`src/rtl/eth_pkg.sv`:
```
// rtl/eth_pkg.sv - shared state encoding and ARP frame type constants for the TX scheduler
package eth_pkg;

    typedef enum logic [1:0] {
        S_IDLE = 2'd0,
        S_ARP  = 2'd1,
        S_UDP  = 2'd2,
        S_IFG  = 2'd3
    } state_t;

    localparam logic ARP_TYPE_REQ   = 1'b0;
    localparam logic ARP_TYPE_REPLY = 1'b1;

    // Bits needed for a counter that holds 0 .. n-1.
    function automatic int cnt_width(input int n);
        return (n < 2) ? 1 : $clog2(n);
    endfunction

endpackage

```
`src/rtl/arp_retry_timer.sv`:
```
// rtl/arp_retry_timer.sv - ARP reply timeout countdown, retry counter and sticky failure flag
module arp_retry_timer
    import eth_pkg::*;
#(
    parameter int RETRY_CYCLES = 125000000,
    parameter int MAX_RETRY    = 3
) (
    input  logic clk,
    input  logic rst_n,
    input  logic arm,
    input  logic arp_done,
    input  logic clear,
    output logic retry_req,
    output logic arp_fail
);

    localparam int TW = cnt_width(RETRY_CYCLES);
    localparam int RW = cnt_width(MAX_RETRY + 1);

    logic [TW-1:0] cnt;
    logic [RW-1:0] retry_cnt;
    logic          armed;

    always_ff @(posedge clk) begin
        if (!rst_n) begin
            cnt       <= '0;
            retry_cnt <= '0;
            armed     <= 1'b0;
            retry_req <= 1'b0;
            arp_fail  <= 1'b0;
        end else begin
            retry_req <= 1'b0;
            if (arp_done || clear) begin
                armed     <= 1'b0;
                retry_cnt <= '0;
                if (clear) begin
                    arp_fail <= 1'b0;
                end
            end else if (armed) begin
                if (cnt == '0) begin
                    armed <= 1'b0;
                    if (retry_cnt < RW'(MAX_RETRY)) begin
                        retry_req <= 1'b1;
                        retry_cnt <= retry_cnt + 1'b1;
                    end else begin
                        arp_fail <= 1'b1;
                    end
                end else begin
                    cnt <= cnt - 1'b1;
                end
            end
            // A request frame that just finished always restarts the wait for its reply.
            if (arm && !arp_done) begin
                armed <= 1'b1;
                cnt   <= TW'(RETRY_CYCLES - 1);
            end
        end
    end

endmodule

```
`src/rtl/eth_tx_sched.sv`:
```
// rtl/eth_tx_sched.sv - GMII TX scheduler arbitrating ARP and UDP senders with IFG and ARP retry
module eth_tx_sched
    import eth_pkg::*;
#(
    parameter int IFG_CYCLES   = 12,
    parameter int RETRY_CYCLES = 125000000,
    parameter int MAX_RETRY    = 3,
    parameter int TX_TIMEOUT   = 4096
) (
    input  logic       gmii_txc,
    input  logic       rst_n,
    input  logic       arp_req,
    input  logic       arp_req_type,
    input  logic       udp_req,
    input  logic       arp_done,
    input  logic       arp_tx_done,
    input  logic       udp_tx_done,
    input  logic       arp_gmii_en,
    input  logic [7:0] arp_gmii_d,
    input  logic       udp_gmii_en,
    input  logic [7:0] udp_gmii_d,
    output logic       arp_tx_start,
    output logic       arp_tx_type,
    output logic       udp_tx_start,
    output logic       gmii_tx_en,
    output logic [7:0] gmii_txd,
    output logic       arp_fail,
    output logic       busy
);

    localparam int CW = cnt_width((TX_TIMEOUT > IFG_CYCLES) ? TX_TIMEOUT : IFG_CYCLES);

    state_t        state;
    logic [CW-1:0] cnt;
    logic          arp_pend;
    logic          arp_pend_type;
    logic          udp_pend;
    logic          retry_req;
    logic          launch_arp;
    logic          launch_udp;
    logic          in_tx;
    logic          tx_exit;
    logic          arm;
    logic          set_arp;
    logic          ext_req0;

    always_comb begin
        launch_arp = (state == S_IDLE) && arp_pend;
        launch_udp = (state == S_IDLE) && !arp_pend && udp_pend && arp_done;
        in_tx      = (state == S_ARP) || (state == S_UDP);
        tx_exit    = ((state == S_ARP) && arp_tx_done) ||
                     ((state == S_UDP) && udp_tx_done) ||
                     (in_tx && (cnt == CW'(TX_TIMEOUT - 1)));
        arm        = (state == S_ARP) && tx_exit && (arp_tx_type == ARP_TYPE_REQ);
        set_arp    = arp_req || retry_req;
        ext_req0   = arp_req && (arp_req_type == ARP_TYPE_REQ);
    end

    assign busy = (state != S_IDLE);

    arp_retry_timer #(
        .RETRY_CYCLES (RETRY_CYCLES),
        .MAX_RETRY    (MAX_RETRY)
    ) u_retry (
        .clk       (gmii_txc),
        .rst_n     (rst_n),
        .arm       (arm),
        .arp_done  (arp_done),
        .clear     (ext_req0),
        .retry_req (retry_req),
        .arp_fail  (arp_fail)
    );

    always_ff @(posedge gmii_txc) begin
        if (!rst_n) begin
            state         <= S_IDLE;
            cnt           <= '0;
            arp_pend      <= 1'b0;
            arp_pend_type <= ARP_TYPE_REQ;
            udp_pend      <= 1'b0;
            arp_tx_start  <= 1'b0;
            arp_tx_type   <= ARP_TYPE_REQ;
            udp_tx_start  <= 1'b0;
            gmii_tx_en    <= 1'b0;
            gmii_txd      <= 8'h00;
        end else begin
            arp_tx_start <= 1'b0;
            udp_tx_start <= 1'b0;

            // Set beats clear; a reply never gets downgraded to a request while pending.
            arp_pend <= set_arp || (arp_pend && !launch_arp);
            udp_pend <= udp_req || (udp_pend && !launch_udp);
            if (arp_req && (arp_req_type == ARP_TYPE_REPLY)) begin
                arp_pend_type <= ARP_TYPE_REPLY;
            end else if (set_arp && (!arp_pend || launch_arp)) begin
                arp_pend_type <= ARP_TYPE_REQ;
            end

            unique case (state)
                S_IDLE: begin
                    cnt <= '0;
                    if (launch_arp) begin
                        state        <= S_ARP;
                        arp_tx_start <= 1'b1;
                        arp_tx_type  <= arp_pend_type;
                    end else if (launch_udp) begin
                        state        <= S_UDP;
                        udp_tx_start <= 1'b1;
                    end
                end
                S_ARP, S_UDP: begin
                    if (tx_exit) begin
                        state <= S_IFG;
                        cnt   <= '0;
                    end else begin
                        cnt <= cnt + 1'b1;
                    end
                end
                S_IFG: begin
                    // The S_IDLE decision cycle is the last gap cycle, so S_IFG lasts IFG_CYCLES-1 (needs IFG_CYCLES >= 2).
                    if (cnt == CW'(IFG_CYCLES - 2)) begin
                        state <= S_IDLE;
                        cnt   <= '0;
                    end else begin
                        cnt <= cnt + 1'b1;
                    end
                end
                default: state <= S_IDLE;
            endcase

            unique case (state)
                S_ARP: begin
                    gmii_tx_en <= arp_gmii_en;
                    gmii_txd   <= arp_gmii_d;
                end
                S_UDP: begin
                    gmii_tx_en <= udp_gmii_en;
                    gmii_txd   <= udp_gmii_d;
                end
                default: begin
                    gmii_tx_en <= 1'b0;
                    gmii_txd   <= 8'h00;
                end
            endcase
        end
    end

endmodule

```
`config.mk`:
```
export PLATFORM = sky130hd
export DESIGN_NAME = eth_tx_sched
export DESIGN_NICKNAME = d
export VERILOG_FILES = /design/src/rtl/eth_pkg.sv /design/src/rtl/arp_retry_timer.sv /design/src/rtl/eth_tx_sched.sv
export SDC_FILE = /design/constraint.sdc
export NUM_CORES = 1
export LEC_CHECK = 0
export CORE_UTILIZATION = 50
export DETAILED_ROUTE_END_ITERATION = 10
export GPL_ROUTABILITY_DRIVEN = 0
export PLACE_DENSITY = 0.85
export REMOVE_ABC_BUFFERS = 1
export SYNTH_ARGS = -nofsm -noshare
export SYNTH_HDL_FRONTEND = slang
export SYNTH_HIERARCHICAL = 1
export SYNTH_SLANG_ARGS = --single-unit
```
`constraint.sdc`:
```
create_clock -name gmii_txc -period 3.7 [get_ports gmii_txc]
set_input_delay 0.74 -clock gmii_txc [delete_from_list [all_inputs] [get_ports gmii_txc]]
set_output_delay 0.74 -clock gmii_txc [all_outputs]
set_load 0.05 [all_outputs]
```
======== Yosys cells after proc, flatten, opt, wreduce, memory -nomap -nowiden ========
Index checks and enable logic that the tools add are counted.
storage, ports and cells
  register bits ........................... 61
  latch bits .............................. 0
  memory bits (writable) .................. 0
  memory bits (read-only) ................. 0
  input bits .............................. 26
  output and inout port bits .............. 14
  logic and storage cells ................. 113
  memories ................................ 0
operators by class
  $add $sub $neg .......................... 3
  $mul .................................... 0
  divide/modulo/power cells ............... 0
  magnitude comparators ................... 1
  equality and inequality tests ........... 12
  shift-type cells ........................ 0
  multiplexer cells ....................... 28
  bitwise logic cells ..................... 7
  reduce and logical (&&, ||, !) cells .... 46
operator list
  cell                                                                      count
  27-bit two-way mux                                                        4
  12-bit case mux with 3 select lines                                       1
  27-bit logical NOT                                                        1
  27-bit by 1-bit subtractor with 27-bit output (second input constant)     1
  12-bit two-way mux                                                        2
  8-bit case mux with 2 select lines                                        1
  1-bit logical AND                                                         15
  1-bit two-way mux                                                         14
  12-bit by 1-bit adder with 12-bit output (second input constant)          1
  12-bit == test (second input constant)                                    1
  12-bit by 4-bit == test with 1-bit output (second input constant)         1
  3-bit AND reduction                                                       4
  2-bit nonzero test                                                        5
  1-bit logical OR                                                          8
  2-bit two-way mux                                                         4
  2-bit inequality test (second input constant)                             4
  1-bit NOT                                                                 7
  2-bit case mux with 3 select lines                                        1
  2-bit OR reduction                                                        3
  2-bit == test (second input constant)                                     2
  1-bit logical NOT                                                         4
  2-bit by 1-bit inequality test with 1-bit output (second input constant)  2
  2-bit AND reduction                                                       2
  4-bit AND reduction                                                       1
  8 further kinds                                                           8

======== Logic depth before layout (Yosys ltp) ========
Gate-level depths: netlist (run 1).
  depth after elaboration ................. 9
  mapped depth ............................ 9

======== Hierarchy ========
The synthesis (run 1) kept the hierarchy.
modules (own cells, without submodules)
  module           instances  cells an instance  area an instance (µm²)
  arp_retry_timer  1          192                1690.4
  eth_tx_sched     1          140                1249.9

======== Worst setup path after synthesis (run 1) ========
OpenSTA, ideal clock, no wires.
  path kind ............................... in2reg
  start point ............................. input port arp_req
  end point ............................... register u_retry.cnt[11]
  setup time .............................. 0.074 ns
  arrival time ............................ 2.453 ns
  path slack .............................. 1.173 ns
  cell stages on the path ................. 6
  buffers on the path ..................... 0
  path through ............................ nor2b_1 -> nor3b_1 -> nand4_1 -> a21o_1 -> or4_1 -> a31oi_1
between the ends
  cells in the longest elaborated chain, start to end .. 4
RTL lines
  element                          RTL line               RTL
  start, declared                  eth_tx_sched.sv:12     input logic arp_req,
  1-bit logical AND                eth_tx_sched.sv:56     ext_req0 = arp_req && (arp_req_type == ARP_TYPE_REQ);
  1-bit logical OR                 arp_retry_timer.sv:33  if (arp_done || clear) begin
  2-bit inequality test (no line)  -
  3-bit AND reduction (no line)    -
  end signal, assigned             arp_retry_timer.sv:49  cnt <= cnt - 1'b1;
  end signal, assigned             arp_retry_timer.sv:55  cnt <= TW'(RETRY_CYCLES - 1);
  end, declared                    arp_retry_timer.sv:20  logic [TW-1:0] cnt;
Every way passes these cells.
A chain may end at the register's enable or synchronous reset.

======== Final worst setup path (run 1) ========
  start point ............................. register state[0]
  end point ............................... output port busy
between the ends
  cells in the longest elaborated chain, start to end .. 1
RTL lines
  element                 RTL line             RTL
  start, declared         eth_tx_sched.sv:33   state_t state;
  start signal, assigned  eth_tx_sched.sv:76   state <= S_IDLE;
  start signal, assigned  eth_tx_sched.sv:103  state <= S_ARP;
  start signal, assigned  eth_tx_sched.sv:107  state <= S_UDP;
  2-bit nonzero test      eth_tx_sched.sv:59   assign busy = (state != S_IDLE);
  end, declared           eth_tx_sched.sv:28   output logic busy
Every way passes these cells.

==> results of run 1 <==
[cell families (layout without fill, tap and decap cells)]
| logic type | after synthesis | in the layout | share of synthesized area |
|---|---|---|---|
| compound gates | 73 | 73 | 0.172 |
| xor+xnor | 19 | 19 | 0.0566 |
| fa+ha+maj | 9 | 9 | 0.0383 |
| mux | 3 | 3 | 0.0102 |
| simple gates | 143 | 143 | 0.271 |
| flops | 61 | 61 | 0.415 |
| buf+inv | 24 | 68 | 0.0357 |
[path summary, 6_finish.rpt]
kind / from / end / slack, ps / depth (start not counted)
worst max-delay path: state[0] / busy / 980 / 4
worst min-delay path: arp_tx_type / arp_tx_type / 470 / 2
worst min register to register: arp_tx_type / arp_tx_type / 470 / 2
worst max register to register: u_retry/cnt[14] / u_retry/cnt[2] / 1080 / 5
[metal layers]
layer / vias up / wire length (um)
met5: - / 0
met4: 0 / 111
met3: 14 / 346
met2: 80 / 3340
met1: 1232 / 2900
li1: 1315 / -
[worst register-to-register path, cell delays in order, from the launching register on]
cell      delay [ps]
dfxtp_1          350
nor4_1           670
nand4_1          370
o211ai_1         770
xor2_1           220
a21oi_1           90
[power groups by stage]
stage               clock (mW)  sequential, mW  combinational [mW]
CTS                      0.504           0.745               0.696
global placement             0           0.756               0.676
detailed placement           0           0.759               0.689
finish                   0.492           0.746               0.698
floorplan                    0           0.797               0.463
global route             0.534           0.751               0.766
[per-stage QoR]
| step | hold slack (ps) | cell area [um2] |
|---|---|---|
| after floorplan | 440 | 2880 |
| after global placement | 463 | 3380 |
| after detailed placement | 464 | 3380 |
| after CTS | 477 | 3530 |
| after global routing | 491 | 3530 |
| final | 470 | 3530 |
[final cells by class]
class | instances | area share
Multi-Input combinational cell | 247 | 0.457
Sequential cell | 61 | 0.345
Timing Repair Buffer | 41 | 0.115
Clock buffer | 13 | 0.0421
Tap cell | 72 | 0.0255
Inverter | 12 | 0.0127
Clock inverter | 2 | 0.00283
[layout by cell type, fill, tap and decap left out, drive strengths merged, types with 12 or more instances in the layout]
cell           count
inv               12
dfxtp             61
nor2              37
a21oi             19
nor3              16
clkbuf            13
xnor2             13
or3               15
nand2             17
clkdlybuf4s50     39
[sequential cells by signal, summed over array words and instances (netlist names)]
name               flops
u_retry/cnt           27
cnt                   12
gmii_txd               8
state                  2
u_retry/retry_cnt      2
arp_pend               1
arp_pend_type          1
arp_tx_start           1
arp_tx_type            1
gmii_tx_en             1
u_retry/armed          1
u_retry/arp_fail       1
u_retry/retry_req      1
udp_pend               1
udp_tx_start           1
==> key figures, run 1 <==
Clock tree
  • H-tree Lvls: 3
  • Num Clock Sinks: 61
  • # resized after CTS: 0
  • Clock tree buffer depth: 2
  • Hold-fix buffers at CTS: 0
  • Root buffer cell: clkbuf_8
  • CTS tree: done
  • Clk_lat worst skew: 340 ps
  • Setup Buffers After CTS: 0
  • Clock-pin slew on the worst setup and hold paths: 60 ps
  • TritonCTS Buffers: 9

Critical path
  • Req. time, crit path: 2960 ps
  • Setup crit end kind: output pin
  • Critical Path AT: 1980 ps
  • Critical path type: register to output pin
  • Max stage delay on crit path: 810 ps
  • Delay-heaviest family, CP: buffers and inverters
  • Setup crit start kind: register
  • CP Cell Sequence: inv_1, ha_1, inv_1, clkdlybuf4s50_1
  • WP buf/inv: 3
  • Slowest library cell on the worst path: clkdlybuf4s50_1
  • Crit-path most repeated cell: inv_1
  • Crit Path Max Fanout: 7

Run
  • Max_cap viols: 0

Status
  • Status: complete, no violations

Cells and area
  • Layout Nets: 407
  • Filler instances: 441
  • Post-layout util: 0.634
  • N_diodes: 0
  • Area occupied by multi-input gates: 1610 um2
  • Seq. cell area: 1220 um2
  • Ratio of cells with drive above 1 in the final layout: 0.0691
  • Synth-to-Final Area Change: 20.2%
  • Non-Filler Instances: 448

Global routing
  • Number of global-route vias before repair: 2422
  • Most used routing layer in global routing: met2
  • Initial antenna violation count: 0
  • Largest net degree at the start of global routing: 23
  • Gr usage total: 0.228
  • Global-route wire length before repair: 11.0 mm
  • Met3 global-route usage: 0.0826
  • GRT overflow: 0
  • Met2 Use GR: 0.390
  • M1 GR Usage: 0.263

Floorplan
  • Die Span X: 78.7 um
  • Core ar.: 5570 um2
  • Num rows: 27
  • I/O Pins: 40
  • Die H: 78.7 um
  • Initial Utilization: 0.527
  • Overall die area: 6190 um2

STA
  • Final hold vios: 0
  • Post-route setup TNS: 0 ps
  • Slew at the pin closest to its max-slew limit: 889 ps
  • Relative slew slack: 0.404
  • Max Slew Vio Count: 0
  • Layout Skew: 5.45 ps
  • Period utilisation layout: 0.735
  • RSZ-0062 raised after global routing: false
  • Fmax: 368 MHz
  • Min Tclk post-route: 2720 ps
  • Setup violators final: 0
  • Post-layout worst setup margin: 980 ps

Pwr
  • Peak VDD IR: 318 uV
  • Sw frac: 0.369
  • Overall Power: 1.94 mW
  • P_int: 1.22 mW
  • Reg power frac: 0.385
  • Power density cells: 548 nW/um2
  • Leakage: 1.26 nW
  • Comb power frac: 0.361
  • Sw Pwr: 715 uW
  • Clock network power share: 0.254

Synthesis
  • Top cell type by total area after synthesis: dfxtp_1
  • Ys async rst share: 0
  • Sequential cell area fraction in the yosys report: 0.415
  • Post-synth EDFFs: 0
  • Avg Cell Area, Syn: 8.86 um2
  • Synth top cells by count: dfxtp_1 (61), nor2_1 (37), a21oi_1 (19)
  • Largest cells by area after synthesis: dfxtp_1 (42%), nor2_1 (4.7%), xnor2_1 (3.9%), ha_1 (3.8%), a21oi_1 (3.2%)
  • Yosys top cell area share: 0.415
  • Post-synth cell types: 54
  • Number of warnings issued by yosys: 6
  • Main synth FF type: dfxtp_1
  • Most frequent cell after synthesis: dfxtp_1
  • #FFs+latches synth: 61
  • Cells after synthesis: 332
  • Cell Area, Synth: 2940 um2

Detailed routing
  • Drt wl/cell: 15.0 um
  • Drt via density: 5.90
  • Remaining routing DRC violations: 0
  • Routed Antenna Nets: 0
  • Vias: 2641
  • 1st-iter DRT viols: 137
  • WL final: 6.70 mm
  • Drt pass-1 iters: 4

Worst hold path
  • Hold crit path type: register to register

Placed design
  • Dpl ws: 813 ps
  • PortBufs: 39
  • Cells after DPL: 433
  • Post-DP HPWL: 4.77 mm
(Power assumes the default switching activity.)
==> run 2: changes to the inputs <==
- CORE_UTILIZATION: 50 -> 49
- PLACE_DENSITY: 0.85 -> 0.86
- clock period: 3.7 -> 2.39 ns (I/O delays scaled with it)
==> run 2 against run 1 <==
  * Global-route usage grew 3.1 points
  * Critical path type is now register to register
  * Via count grew 6.9%
  * Combinational power grew 72%
==> key figures, run 2 (synthesis gave the netlist of run 1 again) <==
Critical path
  • Setup crit start kind: register
  • Setup crit end kind: register
  • R2R setup slack: 120 ps
  • Worst Setup EP: u_retry/cnt[20]
  • Critical path type: register to register
  • Reg2Reg Depth: 5
  • Worst reg2reg path endpoint: u_retry/cnt[20]
  • Critical Path AT: 2530 ps
  • CP Launch Point: u_retry/cnt[3]
  • FF-to-FF Start: u_retry/cnt[3]
  • Crit Path Max Fanout: 8
  • Req. time, crit path: 2650 ps

Cells and area
  • Ratio of cells with drive above 1 in the final layout: 0.135
  • Top reg by flops: u_retry/cnt
  • Most frequent cells in the layout: dfxtp_1 (61), clkdlybuf4s50_1 (38), nor2_1 (37)
  • Synth-to-Final Area Change: 28.8%
  • Layout Nets: 430
  • N_diodes: 0
  • Most common cell after layout, fill and taps aside: dfxtp_1
  • Largest registers: u_retry/cnt (27), cnt (12), gmii_txd (8)
  • Number of flip-flops under the largest register name: 27
  • Non-Filler Instances: 472
  • Filler instances: 412

Clock tree
  • Num Clock Sinks: 61
  • Clock tree buffer depth: 2
  • CTS tree: done
  • Clock-pin slew on the worst setup and hold paths: 70 ps
  • TritonCTS Buffers: 9
  • Hold-fix buffers at CTS: 0
  • Root buffer cell: clkbuf_8
  • Clk_lat worst skew: 350 ps
  • H-tree Lvls: 3

STA
  • Setup violators final: 0
  • Min Tclk post-route: 2270 ps
  • Final hold vios: 0
  • Max Slew Vio Count: 0
  • Slew at the pin closest to its max-slew limit: 639 ps
  • Fmax: 441 MHz
  • Period utilisation layout: 0.948
  • RSZ-0062 raised after global routing: false
  • Layout Skew: 6.99 ps
  • Relative slew slack: 0.572
  • Post-route setup TNS: 0 ps

Placed design
  • PortBufs: 39
  • Post-DP HPWL: 5.39 mm
  • Cells after DPL: 455

Floorplan
  • Num rows: 27
  • Initial Utilization: 0.521
  • I/O Pins: 40
  • Core ar.: 5640 um2
  • Die H: 79.5 um
  • Die Span X: 79.5 um
  • Overall die area: 6310 um2

Detailed routing
  • Routed Antenna Nets: 0
  • WL final: 7.58 mm
  • Drt wl/cell: 16.1 um
  • Remaining routing DRC violations: 0
  • Drt pass-1 iters: 4
  • Drt via density: 5.98
  • Vias: 2822
  • 1st-iter DRT viols: 234

Status
  • Status: complete, no violations

Pwr
  • Peak VDD IR: 730 uV
  • Leakage: 1.41 nW
  • Power density cells: 896 nW/um2

Global routing
  • Largest net degree at the start of global routing: 14
  • Global-route wire length before repair: 12.5 mm
  • GRT overflow: 0
  • Initial antenna violation count: 0
  • Number of global-route vias before repair: 2748
  • Gr usage total: 0.259

Worst hold path
  • Hold crit path type: register to register

Run
  • Max_cap viols: 0
==> run 2: cell count changes in the layout (fill, tap and decap cells not counted), sizes merged <==
cell / change
clkbuf: -1
buf: +24
clkdlybuf4s50: -1
bufinv: +2
==> run 2: how the worst min path moves through the flow <==
stage / to / startpoint / slack, ps / cells after the start
after global routing: u_retry/arp_fail / u_retry/arp_fail / 510 / 2
final: arp_tx_type / arp_tx_type / 480 / 2
after global placement: arp_tx_type / arp_pend_type / 450 / 2
after floorplan: arp_tx_type / arp_pend_type / 440 / 2
after detailed placement: u_retry/arp_fail / u_retry/arp_fail / 470 / 2
after CTS: u_retry/arp_fail / u_retry/arp_fail / 480 / 2
==> run 2: power breakdown <==
group          switching, mW  internal [mW]  total, mW
clock network          0.394          0.641       1.03
registers             0.0622           1.09       1.15
logic                  0.726          0.479       1.20
==> run 2: routing by layer <==
metal  GRT usage  wire length [um]  vias to the layer above
met3      0.0903               538                       28
met4       0.129               193                        0
met2       0.455              3870                      107
li1            -                 -                     1353
met5           0                 0                        -
met1       0.273              2970                     1334
==> run 2: stage by stage <==
stage | worst slack (ps) | hold slack, ps | power [mW] | util | area (um2)
finish | 125 | 479 | 3.39 | 0.671 | 3790
detailed placement | -100 | 468 | 2.34 | 0.627 | 3540
global route | 40.8 | 508 | 3.58 | 0.671 | 3790
global placement | 28.4 | 453 | 2.30 | 0.627 | 3540
floorplan | 122 | 440 | 1.95 | - | 2880
CTS | 87.3 | 479 | 3.39 | 0.669 | 3770
==> run 2: repair_timing <==
item	4_1_cts	5_1_grt
buffers inserted	0	1
setup endpoints to repair	2	13
gates resized for setup	2	1
pin swaps	0	1
==> run 2: final cells by class <==
type	instances	area, um2	share of cell area
Timing Repair Buffer	64	576	0.152
Clock buffer	12	155	0.0410
Clock inverter	4	70.1	0.0185
Tap cell	72	90.1	0.0238
Inverter	12	45.0	0.0119
Sequential cell	61	1220	0.322
Multi-Input combinational cell	247	1630	0.430
==> run 2: critical path: stages (launching register included) <==
cell and delay, ps:
dfxtp_1 380, or4_4 600, nor4_4 410, nand4_1 210, or3_1 370, a31oi_1 210
==> run 3: changes to the inputs <==
- CORE_MARGIN: not set -> 8
- MAX_ROUTING_LAYER: not set -> met4
==> run 3 against run 2 <==
  * Final cell count is the same
  * Core utilization decreased by 3.3 points
  * Fmax fell by 1.7%
  * Clock skew increased by 5.0 ps
  * Global-route usage shrank 7.6 points
==> key figures, run 3 (synthesis gave the netlist of run 1 again) <==
Cells and area
  • Filler instances: 453
  • N_diodes: 0
  • Non-Filler Instances: 472
  • Most common cell after layout, fill and taps aside: dfxtp_1
  • Largest registers: u_retry/cnt (27), cnt (12), gmii_txd (8)
  • Number of flip-flops under the largest register name: 27
  • Layout Nets: 427
  • Post-layout util: 0.639
  • Ratio of cells with drive above 1 in the final layout: 0.131
  • Synth-to-Final Area Change: 27.1%
  • Most frequent cells in the layout: dfxtp_1 (61), clkdlybuf4s50_1 (38), nor2_1 (37)
  • Top reg by flops: u_retry/cnt

Clock tree
  • TritonCTS Buffers: 9
  • H-tree Lvls: 3
  • CTS tree: done
  • Clock tree buffer depth: 2
  • Root buffer cell: clkbuf_8
  • Clk_lat worst skew: 350 ps
  • Num Clock Sinks: 61
  • Clock-pin slew on the worst setup and hold paths: 80 ps

Worst hold path
  • Hold crit path type: register to register
  • Hold Path End: cnt[0]
  • Hold Startpoint: cnt[0]
  • Hold Path Stages: 1

Detailed routing
  • Remaining routing DRC violations: 0
  • Vias: 2801
  • Drt wl/cell: 16.4 um
  • WL final: 7.74 mm
  • Routed Antenna Nets: 0
  • Drt via density: 5.93
  • 1st-iter DRT viols: 141
  • Drt pass-1 iters: 5

Global routing
  • Largest net degree at the start of global routing: 13
  • Most used routing layer in global routing: met2
  • Global-route wire length before repair: 12.5 mm
  • Gr usage total: 0.184
  • Initial antenna violation count: 0
  • Met3 global-route usage: 0.0449
  • M1 GR Usage: 0.204
  • GRT overflow: 0
  • Met2 Use GR: 0.303
  • Number of global-route vias before repair: 2660

Run
  • Max_cap viols: 0

Critical path
  • R2R setup slack: 80 ps
  • Reg2Reg Depth: 6
  • CP Launch Point: u_retry/cnt[9]
  • Critical path type: register to register
  • Crit Path Max Fanout: 9
  • Req. time, crit path: 2630 ps
  • Setup crit end kind: register
  • Setup crit start kind: register
  • Worst reg2reg path endpoint: u_retry/cnt[14]
  • FF-to-FF Start: u_retry/cnt[9]
  • Critical Path AT: 2550 ps

STA
  • Relative slew slack: 0.591
  • RSZ-0062 raised after global routing: true
  • Fmax: 434 MHz
  • Period utilisation layout: 0.965
  • Post-layout worst setup margin: 84.5 ps
  • Max Slew Vio Count: 0
  • Slew at the pin closest to its max-slew limit: 608 ps
  • Final hold vios: 0
  • Layout Skew: 11.9 ps
  • Post-route setup TNS: 0 ps
  • Setup violators final: 0
  • Min Tclk post-route: 2310 ps

Placed design
  • Post-DP HPWL: 5.34 mm
  • Dpl ws: -95.7 ps
  • PortBufs: 39
  • Cells after DPL: 455

Floorplan
  • Core ar.: 5850 um2
  • Die H: 93.5 um
  • I/O Pins: 40
  • Initial Utilization: 0.503
  • Overall die area: 8740 um2
  • Num rows: 28
  • Die Span X: 93.5 um

Pwr
  • Peak VDD IR: 430 uV
  • Overall Power: 3.24 mW
  • Leakage: 1.37 nW
  • Power density cells: 868 nW/um2

Status
  • Status: complete, no violations
==> run 3: changes by cell type in the layout (fill, tap and decap cells not counted), sizes merged <==
cell,previous run,this run
buf,26,23
clkinvlp,0,3
clkbuf,12,9
bufinv,2,1
inv,12,13
==> run 3: worst max-delay path, stage by stage (launching register included) <==
cell and delay (ps):
dfxtp_1 310, buf_4 150, nor4_1 520, nand4_1 350, o21ai_1 470, nor3_1 110
o31a_1 280
==> run 3: per-stage QoR <==
step / hold WS, ps / instance area (um2)
CTS: 490 / 3720
finish: 488 / 3740
floorplan: 440 / 2880
detailed placement: 461 / 3520
global route: 515 / 3740
global placement: 452 / 3520
==> run 3: layer usage <==
layer  share of wire  vias to the layer above  wire length, um
li1                -                     1358                -
met1            0.40                     1307             3110
met2            0.49                      113             3820
met3           0.080                       23              617
met4           0.025                        0              192
met5               0                        -                0
==> run 3: worst max path at each step <==
stage,endpoint,depth (start not counted)
floorplan,u_retry/cnt[17],6
global placement,u_retry/cnt[17],8
detailed placement,u_retry/cnt[17],8
CTS,cnt[10],6
global route,u_retry/retry_cnt[1],6
finish,u_retry/cnt[14],6
==> run 3: layout make-up <==
cell class | count | area, um2 | area share
multi-input cells | 247 | 1630 | 0.435
clock inverters | 7 | 75.1 | 0.0201
well taps | 75 | 93.8 | 0.0251
inverters | 12 | 45.0 | 0.0121
clock buffers | 9 | 124 | 0.0331
flip-flops and latches | 61 | 1220 | 0.327
repair buffers | 61 | 553 | 0.148
==> run 3: timing repair <==
item,in CTS,in global routing
hold buffers,0,0
endpoints found under the setup margin,0,16
setup buffers,0,1
resized for setup,0,2
==> run 3: report_power, final <==
part           switching, mW  internal, mW  leakage [nW]  total, mW
clock                  0.434         0.484        0.0918      0.918
combinational          0.722         0.447         0.786       1.17
sequential            0.0645          1.09         0.493       1.16
